File: src/rtl/seg_scan_pkg.sv
// Shared types, glyph table and enable-decode helper for the 7-segment scan-bus decoder.
package seg_scan_pkg;

    typedef logic [7:0]      seg_t;
    typedef logic [7:0][3:0] digit_arr_t;

    typedef struct packed {
        logic [2:0] idx;
        logic       single;
        logic       multi;
        logic       none;
    } sel_t;

    localparam logic [6:0] SEG_BLANK = 7'h7F;

    // Active-high {g,f,e,d,c,b,a} encodings for hex digits 0..F.
    localparam logic [6:0] GLYPH [16] = '{
        7'h3F, 7'h06, 7'h5B, 7'h4F, 7'h66, 7'h6D, 7'h7D, 7'h07,
        7'h7F, 7'h6F, 7'h77, 7'h7C, 7'h39, 7'h5E, 7'h79, 7'h71
    };

    // sel is active-high; idx is only meaningful when single is set.
    function automatic sel_t onehot_idx(input logic [7:0] sel);
        sel_t r;
        int   n;
        r = '0;
        n = 0;
        for (int i = 0; i < 8; i++) begin
            if (sel[i]) begin
                n++;
                r.idx = 3'(i);
            end
        end
        r.none   = (n == 0);
        r.single = (n == 1);
        r.multi  = (n > 1);
        return r;
    endfunction

endpackage

File: src/rtl/seg7_inverse.sv
// Combinational inverse of the seg7 encoder: active-low segment byte to hex value,
// blank and match flags, plus the lit state of the decimal point.
module seg7_inverse
    import seg_scan_pkg::*;
(
    input  seg_t       seg,
    output logic [3:0] value,
    output logic       blank,
    output logic       match,
    output logic       dp
);

    logic [6:0] lit;

    always_comb begin
        lit   = ~seg[6:0];
        value = 4'd0;
        match = 1'b0;
        blank = (seg[6:0] == SEG_BLANK);
        dp    = ~seg[7];
        for (int g = 0; g < 16; g++) begin
            if (lit == GLYPH[g]) begin
                value = 4'(g);
                match = 1'b1;
            end
        end
    end

endmodule

File: src/rtl/seg_scan_decoder.sv
// Receive-side decoder for an 8-digit multiplexed 7-segment scan bus with fault pulses.
// Define SEG_SCAN_TIMEOUT_EN to drop a digit's valid after TIMEOUT_CYCLES without a commit.
module seg_scan_decoder
    import seg_scan_pkg::*;
#(
    parameter int STABLE_CYCLES  = 4,
    parameter int TIMEOUT_CYCLES = 1048576
) (
    input  logic       clock,
    input  logic       rst,
    input  logic [7:0] scan_en,
    input  seg_t       scan_seg,
    output digit_arr_t digits,
    output logic [7:0] dots,
    output logic [7:0] blank,
    output logic [7:0] valid,
    output logic       frame_done,
    output logic       bad_pattern,
    output logic       multi_sel
);

    localparam logic [7:0] STABLE_N = 8'(STABLE_CYCLES);

    if (STABLE_CYCLES < 1 || STABLE_CYCLES > 255 || TIMEOUT_CYCLES < 1) begin : g_param_check
        $error("seg_scan_decoder: STABLE_CYCLES or TIMEOUT_CYCLES out of range");
    end

    logic [7:0] en_p0, en_p1;
    seg_t       seg_p0, seg_p1;
    logic [7:0] stab_cnt, stab_cnt_nxt;
    logic       armed, armed_eff, changed;
    logic       eval_p0, act_p0;
    logic [7:0] seen;
    sel_t       sel;
    logic [3:0] g_value;
    logic       g_blank, g_match, g_dp;
    logic       commit, bad_nxt, multi_nxt;
    logic [7:0] commit_mask, valid_nxt;

    seg7_inverse u_inv (
        .seg   (seg_p0),
        .value (g_value),
        .blank (g_blank),
        .match (g_match),
        .dp    (g_dp)
    );

    // Stage p0 -> evaluate: stability filter and single-shot evaluation per selection window
    always_comb begin
        changed   = (en_p0 != en_p1) || (seg_p0 != seg_p1);
        armed_eff = changed || armed;
        if (changed)
            stab_cnt_nxt = 8'd1;
        else if (stab_cnt == STABLE_N)
            stab_cnt_nxt = stab_cnt;
        else
            stab_cnt_nxt = stab_cnt + 8'd1;
        eval_p0     = armed_eff && (stab_cnt_nxt == STABLE_N);
        sel         = onehot_idx(~en_p0);
        act_p0      = eval_p0 && !sel.none;
        commit      = act_p0 && sel.single && (g_match || g_blank);
        bad_nxt     = act_p0 && sel.single && !g_match && !g_blank;
        multi_nxt   = act_p0 && sel.multi;
        commit_mask = commit ? (8'd1 << sel.idx) : 8'd0;
    end

`ifdef SEG_SCAN_TIMEOUT_EN
    localparam int              TO_W   = $clog2(TIMEOUT_CYCLES + 1);
    localparam logic [TO_W-1:0] TO_MAX = TO_W'(TIMEOUT_CYCLES);

    logic [7:0][TO_W-1:0] to_cnt, to_cnt_nxt;
    logic [7:0]           stale;

    always_comb begin
        to_cnt_nxt = to_cnt;
        stale      = '0;
        for (int i = 0; i < 8; i++) begin
            if (commit_mask[i])
                to_cnt_nxt[i] = '0;
            else if (to_cnt[i] != TO_MAX)
                to_cnt_nxt[i] = to_cnt[i] + TO_W'(1);
            stale[i] = (to_cnt_nxt[i] == TO_MAX);
        end
        valid_nxt = (valid & ~stale) | commit_mask;
    end

    always_ff @(posedge clock or negedge rst) begin
        if (!rst)
            to_cnt <= '0;
        else
            to_cnt <= to_cnt_nxt;
    end
`else
    assign valid_nxt = valid | commit_mask;
`endif

    // Stage input -> p0 -> p1, and evaluate -> registered outputs
    always_ff @(posedge clock or negedge rst) begin
        if (!rst) begin
            en_p0       <= 8'hFF;
            seg_p0      <= 8'hFF;
            en_p1       <= 8'hFF;
            seg_p1      <= 8'hFF;
            stab_cnt    <= 8'd0;
            armed       <= 1'b1;
            seen        <= 8'h00;
            digits      <= '0;
            dots        <= 8'h00;
            blank       <= 8'h00;
            valid       <= 8'h00;
            frame_done  <= 1'b0;
            bad_pattern <= 1'b0;
            multi_sel   <= 1'b0;
        end else begin
            en_p0       <= scan_en;
            seg_p0      <= scan_seg;
            en_p1       <= en_p0;
            seg_p1      <= seg_p0;
            stab_cnt    <= stab_cnt_nxt;
            armed       <= eval_p0 ? 1'b0 : armed_eff;
            bad_pattern <= bad_nxt;
            multi_sel   <= multi_nxt;
            valid       <= valid_nxt;
            // A full mask is reported one cycle later and restarts empty, keeping any same-cycle commit.
            frame_done  <= (seen == 8'hFF);
            seen        <= ((seen == 8'hFF) ? 8'h00 : seen) | commit_mask;
            if (commit) begin
                digits[sel.idx] <= g_value;
                dots[sel.idx]   <= g_dp;
                blank[sel.idx]  <= g_blank;
            end
        end
    end

endmodule

File: config.mk
export PLATFORM = sky130hd
export DESIGN_NAME = seg_scan_decoder
export DESIGN_NICKNAME = d
export VERILOG_FILES = /design/src/rtl/seg_scan_pkg.sv /design/src/rtl/seg7_inverse.sv /design/src/rtl/seg_scan_decoder.sv
export SDC_FILE = /design/constraint.sdc
export NUM_CORES = 1
export LEC_CHECK = 0
export CAP_MARGIN = 0
export CORE_ASPECT_RATIO = 2
export CORE_MARGIN = 3
export CORE_UTILIZATION = 50
export DETAILED_ROUTE_END_ITERATION = 6
export GPL_TIMING_DRIVEN = 0
export PLACE_DENSITY_LB_ADDON = 0.25
export SLEW_MARGIN = 20
export SYNTH_ARGS = -nofsm -noshare
export SYNTH_HDL_FRONTEND = slang
export SYNTH_SLANG_ARGS = --single-unit
File: constraint.sdc
create_clock -name clock -period 5.75 [get_ports clock]
set_clock_uncertainty 0.15 [all_clocks]
set_input_delay 0.8625 -clock clock [delete_from_list [all_inputs] [get_ports clock]]
set_output_delay 0.8625 -clock clock [all_outputs]
set_load 0.005 [all_outputs]
==> summary.txt <==
Clock network
  • Clock tree buffer depth: 2
  • CTS Sinks: 108
  • CTS Buf Count: 9
  • Cts hold-fix bufs: 0
  • CTS tree: built
  • Clock root buffer: clkbuf_16
  • Maximum level of the CTS H-tree: 3
  • Worst skew pair latency: 350 ps
  • Clock transition at the registers of the reported paths: 70 ps

Global routing
  • Total grt overflow: 0
  • First-pass GRT wire length: 19,440 microns
  • Largest net degree at the start of global routing: 80
  • Initial antenna violation count: 0
  • Tot GR Track Use: 0.2114
  • Vias in the first global route: 3,878

Min path
  • HP Start: seg_p0[7]
  • Worst Hold End: seg_p1[7]
  • Hold crit path type: reg -> reg
  • Worst hold stages: 0

Synth
  • EDFF count, synth: 0
  • Top cell type's share of synthesized area: 0.3635
  • Most instantiated cells after synthesis: 75 x dfrtp_1, 38 x nand2_1, 33 x dfstp_2, 30 x mux2_2, 27 x xnor2_1
  • Yosys warns: 0
  • Count leader, synth: dfrtp_1
  • Sequential fraction of the synthesis area: 0.5314
  • Async SR Flop Fraction: 1.000
  • Synthesized area: 5164 sq um
  • Synth Net Count: 466
  • Post-Syn Instances: 439
  • Most common flop cell mapped by yosys: dfrtp_1
  • Synth Area per Inst: 11.76 sq um
  • Synth area leader: dfrtp_1
  • Synth top area cells: dfrtp_1 36%, dfstp_2 17%, mux2_2 6.5%
  • Distinct cell type count after synthesis: 65
  • Synthesis-stage register bit count: 108

Worst setup path
  • Crit path kind: reg -> reg
  • Worst path cell trace: inv_1 -> ha_4 -> xnor2_1 -> ha_1 -> nand2b_1 -> o31a_1 -> inv_1 -> ha_1 -> nor2b_2 -> a21o_1 -> ha_1 -> mux2i_1 -> o21a_1 -> inv_1 -> ha_1 -> nor2b_1 -> xnor3_2 -> o2111ai_4 -> or4_4 -> nor4_4 -> buf_4 -> nand2_4 -> mux2_1
  • R2R Setup Slk: 200 ps
  • WP data arrival: 5630 ps
  • RR Endpoint: digits[2]
  • CP max FO: 8
  • Crit-path most repeated cell: ha_1
  • CP top delay family: simple AND/OR/NAND/NOR gates
  • CP max stage cell: or4_4
  • Worst Reg-to-Reg Cells: 23
  • CP Data Required Time: 5830 ps
  • Critical path's largest stage delay: 610 ps
  • Worst R2R Start: en_p0[0]
  • Endpoint class of the critical path: register
  • CP startpoint kind: register
  • WP buf/inv: 4

Placement
  • RD Place Congestion: 0.8591
  • Port Buf Inserts: 76
  • DP Area: 6118 sq um
  • HPWL after detailed placement: 8346 microns

STA
  • Worst Max-Slew Pin Slew: 715.0 ps
  • Worst slew margin: 0.5205
  • Setup TNS Final: 0 ps
  • Slew Limit Fails: 0
  • FMAX: 180.2 MHz
  • Final worst path period share: 0.9649
  • Hold Violations, Final: 0
  • Min Tclk post-route: 5548 ps
  • Final setup violation count: 0

Detailed routing
  • Drt pass-1 iters: 6
  • Final wirelength: 11,610 microns
  • Antenna Nets Post-Route: 0
  • Drt via density: 5.410
  • Routed via count: 3,630
  • Initial drt markers: 183
  • Drc violations: 0
  • DR WL/cell: 17.30 microns

Cells and area
  • Area delta synth->final: 26.36%
  • Final net count: 561
  • Layout cell share with drive strength beyond 1: 0.2245
  • Filler cell count: 748
  • Design Area, Final: 6525 sq um
  • # diodes: 0

Floorplan
  • Initial core utilization: 0.5221
  • Row count: 51
  • Die height: 149.7 microns
  • Die Wd: 77.86 microns
  • Core Area: 9891 sq um
  • I/O pin cnt: 77
  • Die area: 11,660 sq um

Pwr
  • Worst VDD drop: 0.1967 mV
  • P_leak: 2.982 nW
  • PD cells: 251.5 nW/um^2

Run
  • Max-cap violations: 0

Status
  • Outcome: completed
[cell usage in the layout (no fill, tap or decap), drive strengths merged, types with 9 or more instances in the layout]
| master | instances |
|---|---|
| nor3 | 9 |
| xor2 | 12 |
| nor2 | 20 |
| nand2b | 13 |
| nand4 | 11 |
| clkdlybuf4s50 | 75 |
| ha | 9 |
| dfstp | 33 |
| mux2i | 9 |
| xnor2 | 28 |
| buf | 19 |
| inv | 26 |
| nand3 | 9 |
| clkbuf | 20 |
| mux2 | 40 |
| dfrtp | 75 |
| nor2b | 9 |
| nand2 | 42 |
[what timing repair did]
item	4_1_cts	5_1_grt
gates resized for setup	0	10
buffers inserted	0	7
endpoints found under the setup margin	0	47
[routing by layer]
| metal | share of wire | vias to the layer above | track usage |
|---|---|---|---|
| met2 | 0.54 | 102 | 0.3720 |
| met3 | 0.053 | 14 | 0.05843 |
| li1 | - | 1709 | - |
| met5 | 0 | - | 0 |
| met1 | 0.39 | 1805 | 0.2430 |
| met4 | 0.022 | 0 | 0.07576 |
[logic make-up after synthesis]
logic type      after synthesis  share of synthesized area
simple gates                143                     0.1570
flops                       108                     0.5314
mux                          49                     0.1047
buf+inv                      44                    0.03489
compound gates               43                    0.07003
xor+xnor                     42                    0.07827
fa+ha+maj                    10                    0.02375
[worst max path at each step]
stage,from,to,slack [ps],cells past startpoint
2_1_floorplan,en_p0[0],blank[0],630,22
3_3_place_gp,rst,valid[5],-150,1
3_5_place_dp,en_p0[1],digits[5],120,22
4_1_cts,en_p0[1],digits[5],60,22
5_1_grt,en_p0[2],digits[4],-70,23
6_report,en_p0[0],digits[2],200,23
[flip-flops by register name (all words and copies together) (netlist names)]
name	cells
seg_p1	8
armed	1
en_p0	8
valid	8
frame_done	1
dots	8
multi_sel	1
seen	8
bad_pattern	1
seg_p0	8
stab_cnt	8
en_p1	8
blank	8
digits	32
[metrics by stage]
step | hold slack, ps | std cells | worst slack (ps) | util | power (mW)
floorplan | 201.9 | 439 | 627.7 | - | 0.9608
global placement | 205.2 | 647 | -148.8 | 0.6157 | 1.016
detailed placement | 205.6 | 648 | 116.0 | 0.6186 | 1.029
CTS | 216.3 | 664 | 63.84 | 0.6478 | 1.625
global route | 218.8 | 671 | -70.48 | 0.6597 | 1.710
finish | 216.2 | 671 | 202.0 | 0.6597 | 1.641
[where the power goes]
part / total, mW / switching (mW) / internal [mW] / leakage (nW)
Sequential: 0.790 / 0.0105 / 0.780 / 1.39
Clock: 0.594 / 0.291 / 0.303 / 0.140
Combinational: 0.256 / 0.145 / 0.111 / 1.45
Total: 1.64 / 0.446 / 1.19 / 2.98
[area by class of cell]
cell class | count | area [sq um] | area share
Tap cell | 132 | 165.2 | 0.02531
Clock buffer | 10 | 229.0 | 0.03509
Clock inverter | 6 | 60.06 | 0.009204
Buffer | 20 | 92.59 | 0.01419
Inverter | 24 | 90.09 | 0.01381
Multi-Input combinational cell | 287 | 2302 | 0.3528
Sequential cell | 108 | 2744 | 0.4205
Timing Repair Buffer | 84 | 842.1 | 0.1291
No activity file was read; power rests on OpenSTA's default activity.
==> RTL edit (same settings) <==
Add a define of `SEG_SCAN_TIMEOUT_EN`.
--- a/src/rtl/seg_scan_decoder.sv
+++ b/src/rtl/seg_scan_decoder.sv
@@ -1,4 +1,6 @@
 // Receive-side decoder for an 8-digit multiplexed 7-segment scan bus with fault pulses.
 // Define SEG_SCAN_TIMEOUT_EN to drop a digit's valid after TIMEOUT_CYCLES without a commit.
+`define SEG_SCAN_TIMEOUT_EN
+
 module seg_scan_decoder
     import seg_scan_pkg::*;
Behaviour: no difference found for any inputs over 10 cycles, from zero or initial values and one cycle with rst low; that may be too few to reach the edited logic, so the function may still have changed.
==> RTL edit against the unedited design <==
Design area rose to 2.8 times the old value. Hold slack got worse by 0.060 ns. Combinational power is 11% higher. Synthesized area rose to 3.0 times the old value. Worst setup slack better by 0.082 ns. Utilization shrank 6.7 points. Global-route usage about the same. Wire length increased to 3.0 times the old value. Die area grew to 2.8 times the old value. Sequential cell count up 168. Sequential power grew 150%. Total power grew to 2.5 times the old value. Count of clock-buffer cells in the layout grew 21. Critical path type unchanged.
==> RTL edit: results (changes against the unedited design) <==
Logic synthesis
  • Compound-cell area share of the yosys netlist: 6.585% (-0.42 points)
  • Post-synth top cells: nor2_1 (272), dfrtp_1 (243), xnor2_1 (116)
  • Mux share of post-synthesis cell area: 4.892% (-5.6 points)
  • Mapped Nets: 1662 (+260%)
  • Count of cell types in the netlist: 82 (+26%)
  • Area of the mapped netlist: 15450 µm² (+200%)

GRT
  • Vias in the first global route: 12386 (+220%)
  • Maximum number of pins on one net before global-route repair: 99 (+24%)
  • Gr usage total: 21.12% (-0.026 points)

Placed design
  • Setup slack at placement: -0.4474 ns (-0.5634 ns)
  • Cells after DPL: 2065 (+220%)
  • HPWL after DPL: 24600 µm (+190%)

Power
  • Int Pwr: 3.180 mW (+170%)
  • Max VDD drop: 0.0003607 V (+83%)
  • Pleak: 7.887 nW (+160%)
  • Clk. pwr: 1.86 mW (+210%)

Cells and area
  • Multi-input comb cells: 1216 (+320%)
  • Non-clock inverters: 52 (+120%)
  • Share of cells above drive strength 1: 11.02% (-11 points)
  • Sequential share of cell area: 38.72% (-3.3 points)
  • Non-clock buffer count: 170 (+63%)

Routing
  • Met2 Wirelength: 19130 µm (+210%)
  • Avg Vias per Cell: 5.658 (+4.6%)
  • DR WL/cell: 16.19 µm (-6.4%)
  • Pre-antenna DRT Iters: 5 (-1)

Min path
  • Min-delay worst type: primary input to async pin

Setup path
  • Worst setup endpoint: digits[19]$_DFFE_PN0P_

CTS
  • CTS Buf Count: 26 (+17)
  • Worst-Skew Late Latency: 0.54 ns (+0.19 ns)

Status
  • Status: complete, no violations
RTL edit: changes by cell type in the layout (fill, tap and decap cells not counted), sizes merged, moves of 57 or more:
cell,before,now
nor2,20,272
dfrtp,75,243
xnor2,28,119
xor2,12,96
nand3,9,79
nand2,42,102
clkbuf,20,77
nor3,9,66
RTL edit: stage by stage:
| step | utilization, % | TNS [ns] | power (mW) |
|---|---|---|---|
| global placement | 55.03 | -2133.75 | 2.257 |
| floorplan | - | 0 | 2.172 |
| global route | 59.24 | -1.134 | 4.273 |
| CTS | 59.01 | 0 | 4.149 |
| finish | 59.24 | 0 | 4.116 |
| detailed placement | 55.23 | -47.85 | 2.266 |
RTL edit: what timing repair did:
action	4_1_cts	5_1_grt
setup endpoints to repair	216	219
pin swaps	5	5
cloned	2	0
buffers inserted	14	2
resized for setup	20	10
